`src/rtl/somador_sequencial.sv`:
```
// Chunk-serial adder/subtractor: CHUNK bits per cycle, LSB chunk first; result valid with done, N+1 edges after start.
// No backpressure: start is accepted only in IDLE/DONE and ignored while busy.
module somador_sequencial #(
    parameter int WIDTH = 16,
    parameter int CHUNK = 4
) (
    input  logic             clk,
    input  logic             rst_n,
    input  logic             start,
    input  logic             sub,
    input  logic [WIDTH-1:0] a,
    input  logic [WIDTH-1:0] b,
    input  logic             cin,
    output logic [WIDTH-1:0] s,
    output logic             cout,
    output logic             overflow,
    output logic             busy,
    output logic             done
);

    localparam int N     = WIDTH / CHUNK;
    localparam int IDX_W = (N > 1) ? $clog2(N) : 1;

    if ((WIDTH % CHUNK) != 0) begin : g_bad_params
        $error("WIDTH must be a multiple of CHUNK");
    end

    typedef enum logic [1:0] {
        IDLE = 2'd0,
        CALC = 2'd1,
        DONE = 2'd2
    } state_t;

    state_t             state_q, state_d;
    logic [IDX_W-1:0]   idx_q, idx_d;
    logic               carry_q, carry_d;
    logic [WIDTH-1:0]   a_q, a_d;
    logic [WIDTH-1:0]   b_q, b_d;
    logic [WIDTH-1:0]   s_q, s_d;
    logic               cout_q, cout_d;
    logic               ovf_q, ovf_d;

    logic [CHUNK-1:0]   a_chunk;
    logic [CHUNK-1:0]   b_chunk;
    logic [CHUNK:0]     csum;

    // b is stored already inverted in subtract mode, so CALC is a plain add.
    assign a_chunk = a_q[idx_q*CHUNK +: CHUNK];
    assign b_chunk = b_q[idx_q*CHUNK +: CHUNK];
    assign csum    = {1'b0, a_chunk} + {1'b0, b_chunk} + {{CHUNK{1'b0}}, carry_q};

    always_comb begin
        state_d = state_q;
        idx_d   = idx_q;
        carry_d = carry_q;
        a_d     = a_q;
        b_d     = b_q;
        s_d     = s_q;
        cout_d  = cout_q;
        ovf_d   = ovf_q;
        case (state_q)
            IDLE, DONE: begin
                if (start) begin
                    a_d     = a;
                    b_d     = sub ? ~b : b;
                    carry_d = sub ? 1'b1 : cin;
                    idx_d   = '0;
                    state_d = CALC;
                end else begin
                    state_d = IDLE;
                end
            end
            CALC: begin
                s_d[idx_q*CHUNK +: CHUNK] = csum[CHUNK-1:0];
                carry_d = csum[CHUNK];
                idx_d   = idx_q + IDX_W'(1);
                if (idx_q == IDX_W'(N - 1)) begin
                    state_d = DONE;
                    cout_d  = csum[CHUNK];
                    // Same-sign operands producing an opposite-sign result.
                    ovf_d   = (a_q[WIDTH-1] == b_q[WIDTH-1]) &&
                              (csum[CHUNK-1] != a_q[WIDTH-1]);
                end
            end
            default: state_d = IDLE;
        endcase
    end

    always_ff @(posedge clk) begin
        if (!rst_n) begin
            state_q <= IDLE;
            idx_q   <= '0;
            carry_q <= 1'b0;
            a_q     <= '0;
            b_q     <= '0;
            s_q     <= '0;
            cout_q  <= 1'b0;
            ovf_q   <= 1'b0;
        end else begin
            state_q <= state_d;
            idx_q   <= idx_d;
            carry_q <= carry_d;
            a_q     <= a_d;
            b_q     <= b_d;
            s_q     <= s_d;
            cout_q  <= cout_d;
            ovf_q   <= ovf_d;
        end
    end

    assign s        = s_q;
    assign cout     = cout_q;
    assign overflow = ovf_q;
    assign busy     = (state_q == CALC);
    assign done     = (state_q == DONE);

endmodule

```
`config.mk`:
```
export PLATFORM = sky130hd
export DESIGN_NAME = somador_sequencial
export DESIGN_NICKNAME = d
export VERILOG_FILES = /design/src/rtl/somador_sequencial.sv
export SDC_FILE = /design/constraint.sdc
export NUM_CORES = 1
export LEC_CHECK = 0
export CAP_MARGIN = 20
export CORE_MARGIN = 1.5
export CORE_UTILIZATION = 54
export CTS_CLUSTER_SIZE = 30
export DETAILED_ROUTE_END_ITERATION = 8
export PLACE_DENSITY = 0.82
export SLEW_MARGIN = 20
export SYNTH_ARGS = -nofsm -noshare
export SYNTH_HDL_FRONTEND = slang
export SYNTH_SLANG_ARGS = --single-unit
```
`constraint.sdc`:
```
create_clock -name clk -period 5.2 [get_ports clk]
set_clock_uncertainty 0.1 [all_clocks]
set_input_delay 0.52 -clock clk [delete_from_list [all_inputs] [get_ports clk]]
set_output_delay 0.52 -clock clk [all_outputs]
set_load 0.02 [all_outputs]
```
---- Word level (Yosys, flattened, before mapping) ----
Cells that the tools add are included.
word-level totals
  bits of input ports ..................... 37
  logic and storage cells ................. 41
  register bits ........................... 55
cells by class
  shift-type cells ........................ 4
  add/sub/neg operators ................... 4
  muxes and demuxes ....................... 10
  reduce and logical (&&, ||, !) cells .... 7
  eq/ne operators ......................... 7
  bitwise logic cells ..................... 1
operators with widths
  cell                       number
  $neg A4 Y34                1
  $shift A4 B34 Y16 const A  1
  $shiftx A4 B34 Y16         1
  $shiftx A16 B5 Y4          2
  $bwmux W16                 1
  $mux W16                   1
  $not A16 Y16               1
  $pmux W2 S2                2
  $reduce_and A2 Y1          3
  $add A4 B4 Y5              1
  $add A5 B1 Y5              1
  $eq A2 B2 Y1 const B       2
  $mux W2                    2
  $mux W1                    3
  $add A2 B1 Y2 const B      1
  $eq A2 B1 Y1 const B       1
  $logic_not A2 Y1           1
  $ne A2 B1 Y1 const B       1
  $ne A2 B2 Y1 const B       1
  $pmux W1 S2                1
  $reduce_bool A2 Y1         1
  $reduce_or A2 Y1           1
  $eq A1 B1 Y1               1
  $logic_and A1 B1 Y1        1
  $ne A1 B1 Y1               1

---- Logic depth before layout (Yosys ltp) ----
  depth after elaboration ................. 5
  depth in mapped cells ................... 8
  mapped depth without buffers ............ 7

---- Least setup slack after synthesis ----
Ideal clock, no wire load.
  path type ............................... register to register
  start ................................... reg idx_q[0]
  end ..................................... reg carry_q
  buffers on the path ..................... 1
  data arrival time ....................... 2691 ps
  required time ........................... 4980 ps
  setup slack ............................. 2289 ps
  cell stages (with the launch flop) ...... 9
  path through ............................ dfxtp_1 -> buf_2 -> mux4_2 -> fa_1 -> fa_1 -> a21o_1 -> a21oi_1 -> nor2_1 -> o31a_1
between the ends
  longest elaborated chain between the ends .. 4
  elaborated cells on any way between the ends .. 5
  classes of those cells .................. add/sub (2); shift (2); mux (1)
ends and longest elaborated chain
  element                                      line    text
  start, declared                              35      logic [IDX_W-1:0] idx_q, idx_d;
  start signal, assigned                       101     idx_q <= idx_d;
  $shiftx A16 B5 Y4, on equally long branches  48, 49
  $add A4 B4 Y5 *                              50      assign csum = {1'b0, a_chunk} + {1'b0, b_chunk} + {{CHUNK{1'b0}}, carry_q};
  $add A5 B1 Y5 *                              50
  $pmux W1 S2 *                                61      case (state_q)
  end signal, assigned                         102     carry_q <= carry_d;
  end, declared                                36      logic carry_q, carry_d;
Every way passes the cells marked *; elsewhere a longest branch is shown, timed or not.
A chain may end at the register's enable or synchronous reset.

---- Final worst setup path ----
Ends and elaborated chain as after synthesis.

==> qor.txt <==
Initial antenna violation count: 0
CTS clock-pin slew for the worst setup and hold paths: 100 ps
Antenna diodes: 0
Clk_lat worst skew: 310 ps
Final nets: 370
Worst hold path class: reg -> reg
Slew @ Worst Pin: 894 ps
Seq cells post-synth: 55
Vias in the first global route: 1925
Clock buffer count from CTS: 5
CP most frequent cell: fa_1
H-Tree Depth: 2
# Max-Cap Violations: 0
Top Metal Used: met4
Multi-input logic area: 1460 sq um
Commonest non-fill, non-tap cell in the layout: nand2_1
Die ar.: 5330 sq um
Max stage delay on crit path: 870 ps
Peak VDD IR: 0.000183 V
Avg Vias per Cell: 5.34
WP buf/inv: 0
I/O pin count: 57
Average size of a mapped cell: 9.63 sq um
WL met3: 238 um
Ys async rst share: 0%
Register area: 1100 sq um
Sequential-to-total area share from yosys stat: 41.6%
Final wirelength: 5.43 mm
Clock sinks: 55
Largest net degree at the start of global routing: 58
DRT antenna net count: 0
Layout cells sized above 1: 6.19%
Synth Net Count: 323
Commonest cells after routing, fill and taps aside: nand2_1, clkdlybuf4s50_1, dfxtp_1
Syn. warnings: 0
Cell Chain, Critical Path: mux4_2 > fa_1 > fa_1 > a21o_1 > a21oi_1 > nor2_1 > o31a_1
Critical path class: reg -> reg
Setup TNS: 0 ps
CTS tree: yes
Final hold vios: 0
Top delay family on crit path: flip-flops
CP max FO: 17
Pwr Density: 260 nW/um^2
DIE HEIGHT: 73.0 um
Crit path required time: 5310 ps
Unique cell type count in the Yosys netlist: 38
Die Width: 73.0 um
Tmin final: 3230 ps
DP Worst Slack: 1940 ps
Leak Pwr: 1.34 nW
DRT met1 WL: 2.40 mm
Final worst-path cycle share: 62.2%
Global-route wire length before repair: 9.08 mm
Routed WL per cell: 13.9 um
# Post-CTS Setup Buffers: 0
Mapped Area: 2650 sq um
Ys flop type: dfxtp_1
Drt pass-1 iters: 4
Number of standard cells after synthesis: 275
EDFF count, synth: 0
IO Port Bufs: 56
Slew Viols, Final: 0
Starting DRT DRC Count: 157
GRT overflow: 0
Status: finished clean
Cts hold-fix bufs: 0
Fillers: 390
RSZ-0062 raised after global routing: no
Worst setup EP type: flop
Detailed Place HPWL: 3.96 mm
Total vias in the final route: 2084
Initial core utilization: 56.1%
Post-CTS sizing: 0
Remaining DRCs: 0
Core Rows: 25
Achievable frequency: 309 MHz
Core ar.: 4720 sq um
Rel. slew slack: 40.2%
Final setup fails: 0
Synth-to-Final Area Change: 25.2%
RePlAce Congestion: 0.854
Met2 wire len: 2.72 mm
Slowest-stage cell, CP: dfxtp_1
Arr. time, crit path: 3340 ps
Clock Tree Buf Depth: 2
Gr usage total: 22.1%
Worst setup margin: 1970 ps
Clock root buffer master: clkbuf_8
CP Launch Type: flop
## final timing paths
check / start / to / slack (ps) / depth (start not counted)
setup reg to reg: idx_q[0] / carry_q / 1970 / 7
hold / removal: a_q[1] / a_q[1] / 370 / 2
hold reg to reg: a_q[1] / a_q[1] / 370 / 2
setup / recovery: idx_q[0] / carry_q / 1970 / 7
## where the power goes
group          internal (mW)  switching, mW  leakage [nW]
logic                 0.0866         0.0775         0.849
registers              0.444         0.0195         0.450
clock network         0.0940          0.140        0.0402
total                  0.625          0.237          1.34
## flip-flops by register name, summed over array words and instances, names as in the netlist
signal	cells
state_q	2
carry_q	1
overflow	1
s	16
cout	1
a_q	16
idx_q	2
b_q	16
## cell type report
type	count	share of cell area (%)
Clock inverter	3	0.604
Sequential cell	55	33.2
Multi-Input combinational cell	199	43.9
Inverter	3	0.340
Timing Repair Buffer	58	17.4
Tap cell	67	2.53
Clock buffer	5	2.08
## per-layer routing
metal  track usage, %  up-vias
li1                 -     1053
met1             29.5      966
met2             36.3       59
met3             4.14        6
met4             6.71        0
met5                0        -
## through the flow
stage | util (%) | std cells | power, mW | hold WS, ps | instance area [sq um]
after global routing | 70.2 | 390 | 0.905 | 393 | 3320
final | 70.2 | 390 | 0.862 | 369 | 3320
after detailed placement | 68.3 | 382 | 0.639 | 360 | 3230
after floorplan | - | 275 | 0.578 | 340 | 2650
after global placement | 68.3 | 382 | 0.634 | 349 | 3230
after CTS | 70.2 | 390 | 0.867 | 374 | 3320
## worst register-to-register path: cells and delay by family (launching register included)
family / cells / cell delay [ps]
flip-flops: 1 / 870
adder cells (fa/ha/maj): 2 / 870
multiplexers: 1 / 610
AO/OA/AOI/OAI: 3 / 610
AND/OR/NAND/NOR: 1 / 70
## synthesized netlist by cell type (3+ instances only)
cell | instances | area, sq um
a21boi_0 | 18 | 135
o211a_1 | 17 | 170
buf_1 | 3 | 11.3
buf_2 | 5 | 25.0
o21ai_0 | 4 | 20.0
nand2b_1 | 3 | 18.8
ha_1 | 9 | 113
nor2_1 | 5 | 18.8
xnor2_1 | 16 | 140
nor2b_1 | 12 | 75.1
nand3_1 | 4 | 20.0
inv_1 | 3 | 11.3
nor4_1 | 3 | 18.8
and2_1 | 4 | 25.0
clkbuf_1 | 9 | 33.8
a22oi_1 | 12 | 90.1
dfxtp_1 | 55 | 1100
mux4_2 | 8 | 180
nand2_1 | 60 | 225
## cells by family (layout without fill, tap and decap cells)
family	after synthesis	in the layout	synth area share [%]
multiplexers	8	8	6.80
AO/OA/AOI/OAI	61	61	18.6
AND/OR/NAND/NOR	102	102	18.2
adder cells (fa/ha/maj)	11	11	5.76
flip-flops	55	55	41.6
buffers and inverters	21	69	3.50
XOR/XNOR	17	17	5.62
Note: power is estimated with default switching activity, not from simulation.
